File: config.mk
export PLATFORM = sky130hd
export DESIGN_NAME = cycle_meas_ctrl
export DESIGN_NICKNAME = d
export VERILOG_FILES = /design/src/rtl/cycle_meas_ctrl.sv
export SDC_FILE = /design/constraint.sdc
export NUM_CORES = 1
export LEC_CHECK = 0
export ABC_AREA = 0
export CORE_ASPECT_RATIO = 1.2
export CORE_MARGIN = 10
export CORE_UTILIZATION = 53
export CTS_CLUSTER_DIAMETER = 200
export DETAILED_ROUTE_END_ITERATION = 6
export PLACE_DENSITY = 0.84
export SLEW_MARGIN = 0
export SYNTH_ARGS = -nofsm -noshare
export SYNTH_HDL_FRONTEND = slang
export SYNTH_SLANG_ARGS = --single-unit
File: constraint.sdc
create_clock -name clock_i -period 6.4 [get_ports clock_i]
set_input_delay 1.28 -clock clock_i [delete_from_list [all_inputs] [get_ports clock_i]]
set_output_delay 1.28 -clock clock_i [all_outputs]
set_load 0.05 [all_outputs]
File: src/rtl/cycle_meas_ctrl.sv
// Start/stop edge cycle counter with timeout, saturation and result handshake.
// Optional min/max/count statistics when CYCLE_MEAS_STATS_EN is defined.
module cycle_meas_ctrl #(
  parameter int COUNTER_SIZE    = 40,
  parameter int STAT_COUNT_SIZE = 16
) (
  input  logic                    clock_i,
  input  logic                    reset_i,
  input  logic                    arm_i,
  input  logic                    abort_i,
  input  logic                    start_i,
  input  logic                    stop_i,
  input  logic [COUNTER_SIZE-1:0] timeout_i,
  input  logic                    result_ack_i,
  output logic                    busy_o,
  output logic [COUNTER_SIZE-1:0] count_o,
  output logic [COUNTER_SIZE-1:0] result_o,
  output logic                    result_valid_o,
  output logic                    timeout_o,
  output logic                    overflow_o
`ifdef CYCLE_MEAS_STATS_EN
  ,
  output logic [COUNTER_SIZE-1:0]    min_o,
  output logic [COUNTER_SIZE-1:0]    max_o,
  output logic [STAT_COUNT_SIZE-1:0] meas_num_o
`endif
);

  typedef enum logic [1:0] {
    IDLE, ARMED, RUN, DONE
  } state_t;

  localparam logic [COUNTER_SIZE-1:0] CNT_MAX = '1;

  state_t state_q, state_d;
  logic [COUNTER_SIZE-1:0] count_q, count_d;
  logic [COUNTER_SIZE-1:0] result_q, result_d;
  logic tmo_q, tmo_d;
  logic ovf_q, ovf_d;
  logic start_prev_q, stop_prev_q;
  logic start_edge, stop_edge;
  logic stop_cap;

  assign start_edge = start_i & ~start_prev_q;
  assign stop_edge  = stop_i & ~stop_prev_q;

`ifdef CYCLE_MEAS_STATS_EN
  localparam logic [STAT_COUNT_SIZE-1:0] NUM_MAX = '1;
  logic [COUNTER_SIZE-1:0] min_q, min_d, max_q, max_d;
  logic [STAT_COUNT_SIZE-1:0] num_q, num_d;
`endif

  always_ff @(posedge clock_i) begin
    if (reset_i) begin
      state_q      <= IDLE;
      count_q      <= '0;
      result_q     <= '0;
      tmo_q        <= 1'b0;
      ovf_q        <= 1'b0;
      // History at 1 so a trigger already high is not seen as an edge
      start_prev_q <= 1'b1;
      stop_prev_q  <= 1'b1;
`ifdef CYCLE_MEAS_STATS_EN
      min_q        <= '1;
      max_q        <= '0;
      num_q        <= '0;
`endif
    end else begin
      state_q      <= state_d;
      count_q      <= count_d;
      result_q     <= result_d;
      tmo_q        <= tmo_d;
      ovf_q        <= ovf_d;
      start_prev_q <= start_i;
      stop_prev_q  <= stop_i;
`ifdef CYCLE_MEAS_STATS_EN
      min_q        <= min_d;
      max_q        <= max_d;
      num_q        <= num_d;
`endif
    end
  end

  always_comb begin
    state_d  = state_q;
    count_d  = count_q;
    result_d = result_q;
    tmo_d    = tmo_q;
    ovf_d    = ovf_q;
    stop_cap = 1'b0;
    unique case (state_q)
      IDLE: begin
        if (arm_i) begin
          state_d = ARMED;
          count_d = '0;
          ovf_d   = 1'b0;
        end
      end
      ARMED: begin
        if (abort_i) begin
          state_d = IDLE;
          count_d = '0;
        end else if (start_edge) begin
          state_d = RUN;
          count_d = COUNTER_SIZE'(1);
        end
      end
      RUN: begin
        if (abort_i) begin
          state_d = IDLE;
          count_d = '0;
        end else if (stop_edge) begin
          state_d  = DONE;
          result_d = count_q;
          tmo_d    = 1'b0;
          stop_cap = 1'b1;
        end else if (timeout_i != '0 && count_q == timeout_i) begin
          state_d  = DONE;
          result_d = count_q;
          tmo_d    = 1'b1;
        end else if (count_q != CNT_MAX) begin
          count_d = count_q + 1'b1;
          if (count_q == CNT_MAX - 1'b1) ovf_d = 1'b1;
        end
      end
      DONE: begin
        if (result_ack_i) begin
          if (arm_i) begin
            state_d = ARMED;
            count_d = '0;
            ovf_d   = 1'b0;
          end else begin
            state_d = IDLE;
          end
        end
      end
      default: state_d = IDLE;
    endcase
  end

`ifdef CYCLE_MEAS_STATS_EN
  always_comb begin
    min_d = min_q;
    max_d = max_q;
    num_d = num_q;
    if (stop_cap && !ovf_q) begin
      if (count_q < min_q) min_d = count_q;
      if (count_q > max_q) max_d = count_q;
      if (num_q != NUM_MAX) num_d = num_q + 1'b1;
    end
  end

  assign min_o      = min_q;
  assign max_o      = max_q;
  assign meas_num_o = num_q;
`endif

  always_comb begin
    busy_o         = (state_q == ARMED) || (state_q == RUN);
    result_valid_o = (state_q == DONE);
    count_o        = count_q;
    result_o       = result_q;
    timeout_o      = tmo_q;
    overflow_o     = ovf_q;
  end

endmodule

==> results, run 1 <==
- Of all nets on the critical path, the largest fanout is 37.
- In this design, the critical path's most frequently occurring cell is buf_4.
- The instance count on the critical path is 9.
- By startpoint and endpoint, the worst setup path is classified as input pin to flip-flop.
- The sequential-to-total area share from yosys stat is 34.3%.
- Counting the fill cells in the layout gives 747.
- By area, the combinational part of the netlist is dominated by simple AND/OR/NAND/NOR gates.
- In the final timing run, aggregate negative setup slack is 0 ns.
- The post-placement worst setup slack is 2.18 ns.
- The fraction of met1 tracks used by global routing is 31.6%.
- Setup violations remaining at the end of the flow were counted as 0.
- The number of cells on the worst hold path is 2.
- Sorting the synthesized cells by how often they occur yields nand2_1 (108), dfxtp_1 (86), mux2i_1 (41), xnor2_1 (38), clkbuf_1 (31).
- The cell-internal power is 735 uW.
- Multiplexer cells account for 8.18% of the synthesized area.
- The starting DRC count in detailed routing is 845.
- In this run the count of I/O pins placed on the die edge is 131.
- The worst setup path is launched from an input pin.
- The total wire length is 17800 um.
- The top-area cell type share of the netlist area is 34.3%.
- The core region is 9130 um^2.
- The final critical-path share of the clock period is 61.2%.
- Net switching is 28.4% of the power.
- The initial utilization of the core area, before any placement, comes to 54.9%.
- In this run, CTS created clock tree buffers numbering 9.
- The clock network is responsible for 35.2% of the overall power.
- The total iterations of the first detailed-routing run is 7.
- The count of nets left with antenna violations once routing finished came out at 0.
- The analysis attributes to net switching a power of 291 uW.
- Traced cell by cell, the critical path runs through clkdlybuf4s50_1 -> xnor2_1 -> nand4_1 -> nor4_2 -> nand4_2 -> buf_4 -> a21oi_4 -> buf_4 -> mux2i_1.
- The via density per instance is 6.44.
- The met2 global-route usage is 40.5%.
- The clock net in this run drives a total of 86 sinks.
- Timing would allow up to 0.255 GHz.
- The initial antenna violation count is 0.
- The synthesized netlist cell count is 611.
- For this design the static power due to leakage is 2.04 nW.
- The final-report max-slew violation count was 0.
- In this run, synthesis produced a sequential element count of 86.
- The worst vdd rail ir drop is 0.000145 V.
- After Yosys synthesis, full adders, half adders and majority gates account for 1.75% of the synthesized area.
- The vertical die dimension is 127 um.
- The transition at the pin with the smallest max-transition slack is 1.20 ns.
- Together, buffers and inverters on the worst path number 3.
- Post-CTS repair changed the size of 0 cells.
- The combinational share of power is 12.3%.
- The number of cell instances on the worst register-to-register path is 8.
- The die covers 13800 um^2.
- The horizontal die dimension is 109 um.
- The xor/xnor cell area share of the yosys netlist is 6.98%.
- The signal arrival time at the worst endpoint is 4.22 ns.
- The proportion of synthesized flip-flops having asynchronous set or reset is 0%.
- Summing the areas of all compound-gate instances in the mapped netlist gives 15.4% of the synthesized area.
- Once the clock tree was built, the setup fixing pass inserted 0 buffers.
- The site row count is 38.
- The clock period could shrink to 3.91 ns.
- The most used flip-flop cell after synthesis is dfxtp_1.
- TritonCTS built the clock tree.
- Entering global routing, the biggest net connects 80 pins.
- Yosys mapped a number of flops with a built-in enable equal to 0.
- The distinct cell type count of the synthesized netlist is 55.
- Power spread over the standard cell area amounts to 160 nW/um^2.
- At the end of the flow, the number of nets in the layout was 757.
- The master of the slowest instance on the critical path is clkdlybuf4s50_1.
- The number of nets produced by synthesis is 665.
- The post-synthesis cell area is 5020 um^2.
- The post-synthesis average cell area is 8.21 um^2.
- Summing over every cut layer, the via total after detailed routing is 5333.
- The most common cell in the synthesized netlist is nand2_1.
- The warning count from the yosys run is 0.
- The total of hold buffers inserted after clock tree synthesis is 0.
- The global-route usage over all layers is 25.2%.
- In the final routed layout, each cell accounts on average for 21.5 um.
- The tightest min-delay check is of the flip-flop to flip-flop type.
- The delay of the slowest cell on the worst path is 0.47 ns.
- Clock-pin slew was measured on the worst setup and hold paths at 0.10 ns.
- The depth of the CTS H-tree is 3.
- The relative slew slack is 19.8%.
- The congestion estimate from routability-driven global placement came to 0.958.
- STA classifies the critical path endpoint as a flip-flop.
- The number of buffers on the longest clock path is 2.
- The setup clock skew after layout is 0.0107 ns.
- For the worst setup path, the data required time is 6.70 ns.
- dfxtp_1 takes more of the synthesized area than any other cell.
- Sorting the synthesized cells by area gives the leading types as dfxtp_1 (34%), mux2i_1 (8.2%), nand2_1 (8.1%), xnor2_1 (6.6%), a31oi_1 (3.6%).
- Grouping stages by cell kind, the critical path spends the most delay in buffers and inverters.
- The cell sitting at the root of the clock tree is a clkbuf_8.
- The first global-routing pass estimated 27600 um of wire.
- In this run the tool buffered the top-level ports with 130 buffer cells.
- The source-to-sink clock delay at the later pin of the worst-skew pair is 0.38 ns.
- The post-route worst setup slack is 2.49 ns.
- The number of max-cap violations is 0.
- The estimated wirelength of the detail-placed design is 12800 um.
- Global routing finished with a remaining overflow of 0.
- Summing the areas of all and, or, nand and nor instances in the mapped netlist gives 27.4% of the synthesized area.
- The run finished with clean final reports.
- The via count of the first global-routing pass was 5053.
- The sequential share of power is 52.5%.
- The antenna cell count is 0.
- Setup repair after global routing left no endpoint under its margin.
- From synthesis to final layout, the design area changed by 28.1%.
- The number of hold violations in the final report is 0.
- The routing usage on met3 is 6.33%.
- In the routed design, unresolved DRC markers number 0.
- The layout cell share with drive strength beyond 1 is 5.79%.
- In this run the most used layer during global routing was met2.
==> cell type report <==
| class | count | area [um^2] | area share, % |
|---|---|---|---|
| clock buffers | 10 | 128 | 1.99 |
| clock inverters | 6 | 46.3 | 0.720 |
| inverters | 8 | 30.0 | 0.467 |
| multi-input cells | 461 | 3000 | 46.6 |
| flip-flops and latches | 86 | 1720 | 26.8 |
| well taps | 120 | 150 | 2.34 |
| repair buffers | 137 | 1350 | 21.1 |
==> flip-flops by register name, indices dropped and copies added (netlist names) <==
signal and flops:
count_o 40, result_o 40, state_q 2, overflow_o 1
start_prev_q 1, stop_prev_q 1, timeout_o 1
==> final timing paths <==
check	startpoint	end	slack, ns
hold reg to reg	result_o[31]$_SDFFE_PP0P_	result_o[31]$_SDFFE_PP0P_	0.46
hold / removal	result_o[31]$_SDFFE_PP0P_	result_o[31]$_SDFFE_PP0P_	0.46
setup reg to reg	state_q[0]$_SDFFE_PP0P_	count_o[39]$_SDFFE_PP0P_	3.19
setup / recovery	timeout_i[28]	result_o[23]$_SDFFE_PP0P_	2.49
==> worst min-delay path: cells and delay by family (launching register included) <==
kind | cells | cell delay (ns)
flip-flops | 1 | 0.32
AND/OR/NAND/NOR | 1 | 0.05
multiplexers | 1 | 0.05
==> power by group through the flow <==
| stage | combinational, mW | sequential, mW | clock (mW) |
|---|---|---|---|
| after detailed placement | 0.123 | 0.552 | 0 |
| final | 0.126 | 0.539 | 0.361 |
| after floorplan | 0.0660 | 0.552 | 0 |
| after global routing | 0.135 | 0.540 | 0.383 |
| after global placement | 0.121 | 0.551 | 0 |
| after CTS | 0.124 | 0.539 | 0.365 |
==> cell families (layout without fill, tap and decap cells) <==
logic type / after synthesis / in the layout
fa+ha+maj: 7 / 7
xor+xnor: 40 / 40
flops: 86 / 86
mux: 41 / 41
compound gates: 109 / 109
simple gates: 264 / 264
buf+inv: 64 / 161
==> cells in the final DEF (no fill, tap or decap), types with 9 or more instances in the layout <==
master           netlist  layout
nand4_1               28      28
nor3_1                 9       9
clkbuf_8               0       9
nand3_1               17      17
clkdlybuf4s50_1        0     130
o21ai_0               17      17
dfxtp_1               86      86
and4_1                12      12
mux2i_1               41      41
a31oi_1               29      29
xnor2_1               38      38
and3_1                13      13
nor2_1                25      25
a21oi_1               11      11
a311oi_1              18      18
nand2_1              108     108
nor4_1                16      16
nand2b_1               9       9
==> layer usage <==
layer	part of all wire [%]	wire length [um]
met5	0	0
met4	2.5	437
met3	12	2090
met2	48	8490
met1	38	6750
==> stage by stage <==
stage,cell area [um^2],hold WS [ns],total power [mW],util (%),instances
after floorplan,5020,0.468,0.618,-,611
after detailed placement,6250,0.447,0.675,68.5,812
after global placement,6250,0.442,0.672,68.5,812
after CTS,6430,0.462,1.03,70.4,828
after global routing,6430,0.479,1.06,70.4,828
final,6430,0.458,1.03,70.4,828
Power figures use the tool's default switching activity.
==> run 2, diff against run 1 <==
--- a/config.mk
+++ b/config.mk
@@ -8,10 +8,10 @@
 export ABC_AREA = 0
 export CORE_ASPECT_RATIO = 1.2
 export CORE_MARGIN = 10
-export CORE_UTILIZATION = 53
+export CORE_UTILIZATION = 45
 export CTS_CLUSTER_DIAMETER = 200
 export DETAILED_ROUTE_END_ITERATION = 6
-export PLACE_DENSITY = 0.84
+export PLACE_DENSITY = 0.76
 export SLEW_MARGIN = 0
 export SYNTH_ARGS = -nofsm -noshare
 export SYNTH_HDL_FRONTEND = slang
==> constraint.sdc (replaced) <==
create_clock -name clock_i -period 3.25 [get_ports clock_i]
set_input_delay 0.65 -clock clock_i [delete_from_list [all_inputs] [get_ports clock_i]]
set_output_delay 0.65 -clock clock_i [all_outputs]
set_load 0.05 [all_outputs]
==> results, run 2 (synthesis gave the netlist of run 1 again) <==
- The final routed DRC violation total came to 0 (unchanged).
- The global-route wire length before repair is 29500 um (+7.0%).
- The cell area after placement is 6510 um^2 (+4.2%).
- The overall power consumption is 2.41 mW (+130%).
- The worst setup path is launched from an input pin.
- The area of the core came to 11000 um^2 (+20%).
- The initial antenna violation count was 0 (unchanged).
- The total of hold buffers inserted after clock tree synthesis is 0 (unchanged).
- The slowest stage of the critical path belongs to the cell or4_1.
- The area of the die is 15800 um^2 (+15%).
- The total iterations of the first detailed-routing run is 5 (-2).
- The number of setup buffers added after CTS is 0 (unchanged).
- The via density per instance is 6.35 (-1.5%).
- The worst path buffer plus inverter count is 2 (-1).
- The area of all placed cells without fillers was 6820 um^2 (+6.1%).
- The relative slew slack came to 62.1% (+42 points).
- The via count of the first global-routing pass came to 5432 (+7.5%).
- The antenna cell count is 0 (unchanged).
- The final critical-path share of the clock period is 85.0%.
- The clock tree from TritonCTS is built.
- The signal arrival time at the worst endpoint is 3.03 ns (-1.19 ns).
- The vertical die dimension is 136 um (+7.2%).
- The sequential share of power came to 44.0% (-8.5 points).
- The library cells used most frequently in the layout, excluding fill and tap cells, are clkdlybuf4s50_1 (130), nand2_1 (108), dfxtp_1 (86).
- CTS placed an instance of clkbuf_16 at the clock tree root.
- The starting DRC count in detailed routing is 616 (-27%).
- The gate family responsible for the most delay along the worst path is simple AND/OR/NAND/NOR gates.
- The routed length per instance was 22.0 um (+2.7%).
- The worst-path maximum fanout was 15 (-59%).
- The largest net degree at the start of global routing came to 70 (-13%).
- The depth of the CTS H-tree came to 3 (unchanged).
- The power density over the cells was 353 nW/um^2 (+120%).
- The smallest clock period supported by the final layout is computed as 2.76 ns.
- The worst vdd rail ir drop is 0.000209 V (+44%).
- Setup repair after global routing left no endpoint under its margin.
- The final-report max-slew violation count is 0 (unchanged).
- The setup clock skew after layout came to 0.00777 ns (-0.00297 ns).
- The number of buffers on the longest clock path is 2 (unchanged).
- The global-route usage over all layers came to 23.6% (-1.6 points).
- The clock network fraction of design power is 44.8% (+9.6 points).
- The number of I/O pins is 131 (unchanged).
- The endpoint required time on the critical path is 3.52 ns (-3.18 ns).
- The critical path goes through clkdlybuf4s50_1 -> nor4_1 -> buf_4 -> nand4_1 -> or3_1 -> and4_4 -> or4_1 -> a21oi_1.
- The post-cts gate resize count is 0 (unchanged).
- The cell-internal power came to 1.79 mW (+140%).
- The final setup violation count is 0 (unchanged).
- The net switching power figure is 622 uW (+110%).
- The total number of clock tree sinks is 86 (unchanged).
- The remaining antenna violation count is 0 (unchanged).
- From synthesis to final layout, the design area changed by 35.9%.
- Leaving out fill and tap cells, the most frequent cell in the layout is clkdlybuf4s50_1.
- The internal reg-to-reg setup slack was 0.57 ns (-2.62 ns).
- The initial core utilization came to 45.7% (-9.3 points).
- The overall via count from detail_route is 5495 (+3.0%).
- The delay of the slowest cell on the worst path is 0.53 ns (+0.06 ns).
- The critical path class is input pin to flip-flop.
- STA classifies the critical path endpoint as a flip-flop.
- The number of I/O port buffers came to 130 (unchanged).
- The switching share of power was 25.8% (-2.6 points).
- The estimated wirelength of the detail-placed design is 14000 um (+9.4%).
- The final layout net count is 783 (+3.4%).
- The source-to-sink clock delay at the later pin of the worst-skew pair was 0.34 ns (-0.04 ns).
- The horizontal die dimension is 116 um (+7.0%).
- The number of hold violations in the final report is 0 (unchanged).
- The combinational share of power is 11.2% (-1.1 points).
- The total congestion overflow after global routing is 0 (unchanged).
- The flow ran to the end, and the final reports show no timing, DRC or antenna violations.
- The site row count was 42 (+11%).
- The classification of the worst-slack hold path is flip-flop to flip-flop.
- The number of clock buffers inserted by TritonCTS is 9 (unchanged).
- The leakage power is 2.25 nW (+10%).
- The setup total negative slack came to 0 ns (unchanged).
- The number of max-cap violations is 0 (unchanged).
- The total wire length is 19100 um (+7.4%).
- The final RePlAce weighted congestion is 0.963 (+0.54%).
- The layout cell share with drive strength beyond 1 is 9.26% (+3.5 points).
- The post-CTS clock slew at the launch and capture registers of the worst setup and hold paths is 0.07 ns (-0.03 ns).
- For this run, the top clock speed supported by timing is 0.362 GHz.
- The transition at the pin with the smallest max-transition slack was 0.566 ns (-0.636 ns).
run 2: power groups by stage:
stage	registers, mW	logic [mW]	clock network, mW
global placement	1.08	0.260	0
floorplan	1.09	0.130	0
finish	1.06	0.270	1.08
CTS	1.06	0.266	1.09
global route	1.06	0.286	1.13
detailed placement	1.09	0.263	0
run 2: path summary, 6_finish.rpt:
| kind | startpoint | cells after the start | to |
|---|---|---|---|
| setup / recovery | timeout_i[21] | 8 | count_o[0]$_SDFFE_PP0P_ |
| hold / removal | result_o[14]$_SDFFE_PP0P_ | 2 | result_o[14]$_SDFFE_PP0P_ |
| setup reg to reg | count_o[35]$_SDFFE_PP0P_ | 8 | count_o[18]$_SDFFE_PP0P_ |
| hold reg to reg | result_o[14]$_SDFFE_PP0P_ | 2 | result_o[14]$_SDFFE_PP0P_ |
run 2: layout make-up:
| type | instances | area [um^2] |
|---|---|---|
| inverter | 8 | 30.0 |
| multi-input combinational | 461 | 3000 |
| timing repair buffer | 163 | 1600 |
| tap | 132 | 165 |
| sequential | 86 | 1720 |
| fill | 964 | 4160 |
| clock inverter | 7 | 80.1 |
| clock buffer | 9 | 225 |
run 2: metal layers:
metal	up-vias	share of wire (%)	track usage, %
met5	-	0	0
met4	0	3.6	10.4
met3	57	10	6.21
met2	330	46	37.9
met1	2629	40	28.9
li1	2479	-	-
run 2: worst reg2reg max path: stages (launching register included):
cell and delay, ns:
dfxtp_1 0.63, nand4_1 0.35, nor4_1 0.39, nand4_1 0.22, o21ai_1 0.24, buf_4 0.19
nor2_1 0.08, buf_12 0.17, a311oi_1 0.30
run 2: metrics by stage:
| step | hold slack [ns] | utilization, % | worst slack [ns] | instances |
|---|---|---|---|---|
| detailed placement | 0.453 | 59.3 | 0.152 | 850 |
| finish | 0.458 | 62.1 | 0.489 | 866 |
| CTS | 0.459 | 62.1 | 0.520 | 866 |
| global placement | 0.441 | 59.3 | 0.193 | 850 |
| floorplan | 0.468 | - | 0.633 | 611 |
| global route | 0.480 | 62.1 | 0.367 | 866 |
==> run 3, diff against run 2 <==
--- a/config.mk
+++ b/config.mk
@@ -8,10 +8,10 @@
 export ABC_AREA = 0
 export CORE_ASPECT_RATIO = 1.2
 export CORE_MARGIN = 10
-export CORE_UTILIZATION = 45
+export CORE_UTILIZATION = 49
 export CTS_CLUSTER_DIAMETER = 200
 export DETAILED_ROUTE_END_ITERATION = 6
-export PLACE_DENSITY = 0.76
+export PLACE_DENSITY = 0.78
 export SLEW_MARGIN = 0
 export SYNTH_ARGS = -nofsm -noshare
 export SYNTH_HDL_FRONTEND = slang
==> constraint.sdc (replaced) <==
create_clock -name clock_i -period 2.6 [get_ports clock_i]
set_input_delay 0.52 -clock clock_i [delete_from_list [all_inputs] [get_ports clock_i]]
set_output_delay 0.52 -clock clock_i [all_outputs]
set_load 0.05 [all_outputs]
==> results, run 3 (synthesis gave the netlist of run 1 again) <==
- The run finished, with violations left.
- The final reports fail on setup timing.
- The overall via count from detail_route is 5944 (+8.2%).
- The area of the core is 10000 um^2 (-8.9%).
- The number of buffers on the longest clock path came to 2 (unchanged).
- The type of element launching the critical path is an input pin.
- The layout filler cell count is 664 (-31%).
- The final-report max-slew violation count is 0 (unchanged).
- The startpoint of the most critical setup path is timeout_i[11].
- Leaving out fill and tap cells, the most frequent cell in the layout is nand2_1.
- The filler-free cell count of the finished design is 913 (+5.4%).
- The total congestion overflow after global routing is 0 (unchanged).
- The leakage power is 2.89 nW (+29%).
- The reg-to-reg critical path startpoint is count_o[35]$_SDFFE_PP0P_.
- TritonCTS built the clock tree.
- The largest net degree at the start of global routing is 43 (-39%).
- The power density over the cells is 425 nW/um^2 (+20%).
- The signal arrival time at the worst endpoint was 2.94 ns (-0.09 ns).
- The estimated wirelength of the detail-placed design is 15000 um (+7.2%).
- The remaining antenna violation count is 0 (unchanged).
- The total iterations of the first detailed-routing run is 6 (+1).
- The final layout net count is 836 (+6.8%).
- The CTS root buffer is clkbuf_16.
- The starting DRC count in detailed routing is 934 (+52%).
- The horizontal die dimension is 112 um (-3.5%).
- The setup clock skew after layout is 0.00637 ns (-0.00141 ns).
- The number of placed cells counting well taps is 885 (+4.1%).
- The global-route usage over all layers was 27.0% (+3.4 points).
- The post-placement worst setup slack was -0.393 ns (-0.545 ns).
- The initial core utilization is 50.1% (+4.4 points).
- The global-route wire length before repair is 31700 um (+7.3%).
- The final critical-path share of the clock period is 102%.
- The routed length per instance came to 24.5 um (+11%).
- Counting I/O delays and the setup requirement, the final critical path takes 2.66 ns.
- The source-to-sink clock delay at the later pin of the worst-skew pair came to 0.35 ns (about the same).
- The total number of clock tree sinks is 86 (unchanged).
- The post-route worst setup slack is -0.0577 ns (-0.546 ns).
- The depth of the CTS H-tree is 3 (unchanged).
- The relative slew slack was 62.1% (about the same).
- The endpoint required time on the critical path was 2.88 ns (-0.64 ns).
- In the layout the commonest cells are nand2_1 (108), clkdlybuf4s50_1 (104), dfxtp_1 (82).
- The slowest stage of the critical path is the or4_1 cell.
- The antenna cell count came to 0 (unchanged).
- The area of the die is 14700 um^2 (-6.9%).
- The worst-path maximum fanout came to 7 (-8).
- The total wire length is 22400 um (+17%).
- The delay of the slowest cell on the worst path is 0.50 ns (-0.03 ns).
- The via count of the first global-routing pass came to 5498 (+1.2%).
- Timing would allow up to 0.376 GHz.
- The critical path goes through clkdlybuf4s50_1 -> nor4_1 -> nand4_1 -> or3_4 -> and4_4 -> or4_1 -> a21oi_1.
- The via density per instance came to 6.51 (+2.6%).
- The final RePlAce weighted congestion came to 0.991 (+2.9%).
- The worst vdd rail ir drop is 0.000330 V (+58%).
- The transition at the pin with the smallest max-transition slack is 0.566 ns (-0.0000545 ns).
- The layout cell share with drive strength beyond 1 came to 18.7% (+9.4 points).
- The number of clock buffers inserted by TritonCTS is 9 (unchanged).
- The cell area after placement is 6830 um^2 (+4.8%).
- The critical path class is input pin to flip-flop.
- The number of hold violations in the final report is 0 (unchanged).
- Setup repair after global routing could not meet its margin everywhere.
- The number of max-cap violations is 0 (unchanged).
- The site row count came to 40 (-4.8%).
- The layout overhead on the synthesized area is 51.8%.
- The initial antenna violation count is 0 (unchanged).
- The classification of the worst-slack hold path is flip-flop to flip-flop.
- The post-CTS clock slew at the launch and capture registers of the worst setup and hold paths came to 0.07 ns (about the same).
- The area of all placed cells without fillers is 7610 um^2 (+12%).
- The vertical die dimension is 131 um (-3.6%).
- The final routed DRC violation total is 0 (unchanged).
- The startpoint identified for the worst hold timing path is result_o[6]$_SDFFE_PP0P_.
- The share of the core filled with cells in the final layout is 76.1% (+14 points).
- The number of I/O port buffers is 130 (unchanged).
- The number of I/O pins is 131 (unchanged).
- The final setup violation count is 11 (+11).
- The endpoint type of the worst setup path is a flip-flop.
[run 3: cell types whose count changed in the layout (fill, tap and decap cells not counted), sizes merged, moves of 2 or more]
cell,delta
bufinv,+2
clkbuf,+2
inv,-2
clkdlybuf4s50,-26
dlymetal6s2s,+25
buf,+50
[run 3: where the power goes]
| part | switching (mW) | leakage, nW | internal (mW) | total (mW) |
|---|---|---|---|---|
| Combinational | 0.212 | 2.03 | 0.164 | 0.377 |
| Clock | 0.589 | 0.166 | 0.945 | 1.53 |
| Sequential | 0.00477 | 0.695 | 1.32 | 1.33 |
[run 3: through the flow]
step                      power, mW  TNS [ns]  hold slack (ns)
after floorplan                1.52         0            0.468
final                          3.24    -0.192            0.460
after global routing           3.31    -0.912            0.483
after global placement         1.69    -13.87            0.441
after CTS                      3.20         0            0.459
after detailed placement       1.70    -19.62            0.447
[run 3: area by class of cell]
cell class / count / area [um^2] / share of cell area (%)
multi-input cells: 462 / 3200 / 42.1
repair buffers: 215 / 2150 / 28.2
flip-flops and latches: 86 / 1730 / 22.7
clock buffers: 9 / 225 / 2.96
well taps: 126 / 158 / 2.07
clock inverters: 7 / 120 / 1.58
inverters: 8 / 30.0 / 0.394
[run 3: path summary, 6_finish.rpt]
path,slack (ns),cells after the start,to
setup / recovery,-0.06,7,count_o[1]$_SDFFE_PP0P_
hold / removal,0.46,2,result_o[6]$_SDFFE_PP0P_
hold reg to reg,0.46,2,result_o[6]$_SDFFE_PP0P_
setup reg to reg,-0.02,9,result_o[2]$_SDFFE_PP0P_
[run 3: repair_timing]
item                       CTS  global route
pin swaps                    4            14
hold buffers                 0             0
gates cloned                 1             3
setup endpoints to repair   39            65
setup buffers                0             8
gates resized for setup     10            46
[run 3: per-layer routing]
metal | share of wire [%] | vias to the layer above | GRT usage [%]
met5 | 0 | - | 0
met4 | 4.4 | 0 | 11.4
met1 | 38 | 2798 | 33.9
li1 | - | 2582 | -
met2 | 46 | 457 | 44.0
met3 | 12 | 107 | 5.56
[run 3: worst max-delay path, delay by kind of cell]
family,cells,cell delay (ns)
AND/OR/NAND/NOR,5,1.76
buffers and inverters,1,0.49
AO/OA/AOI/OAI,1,0.15
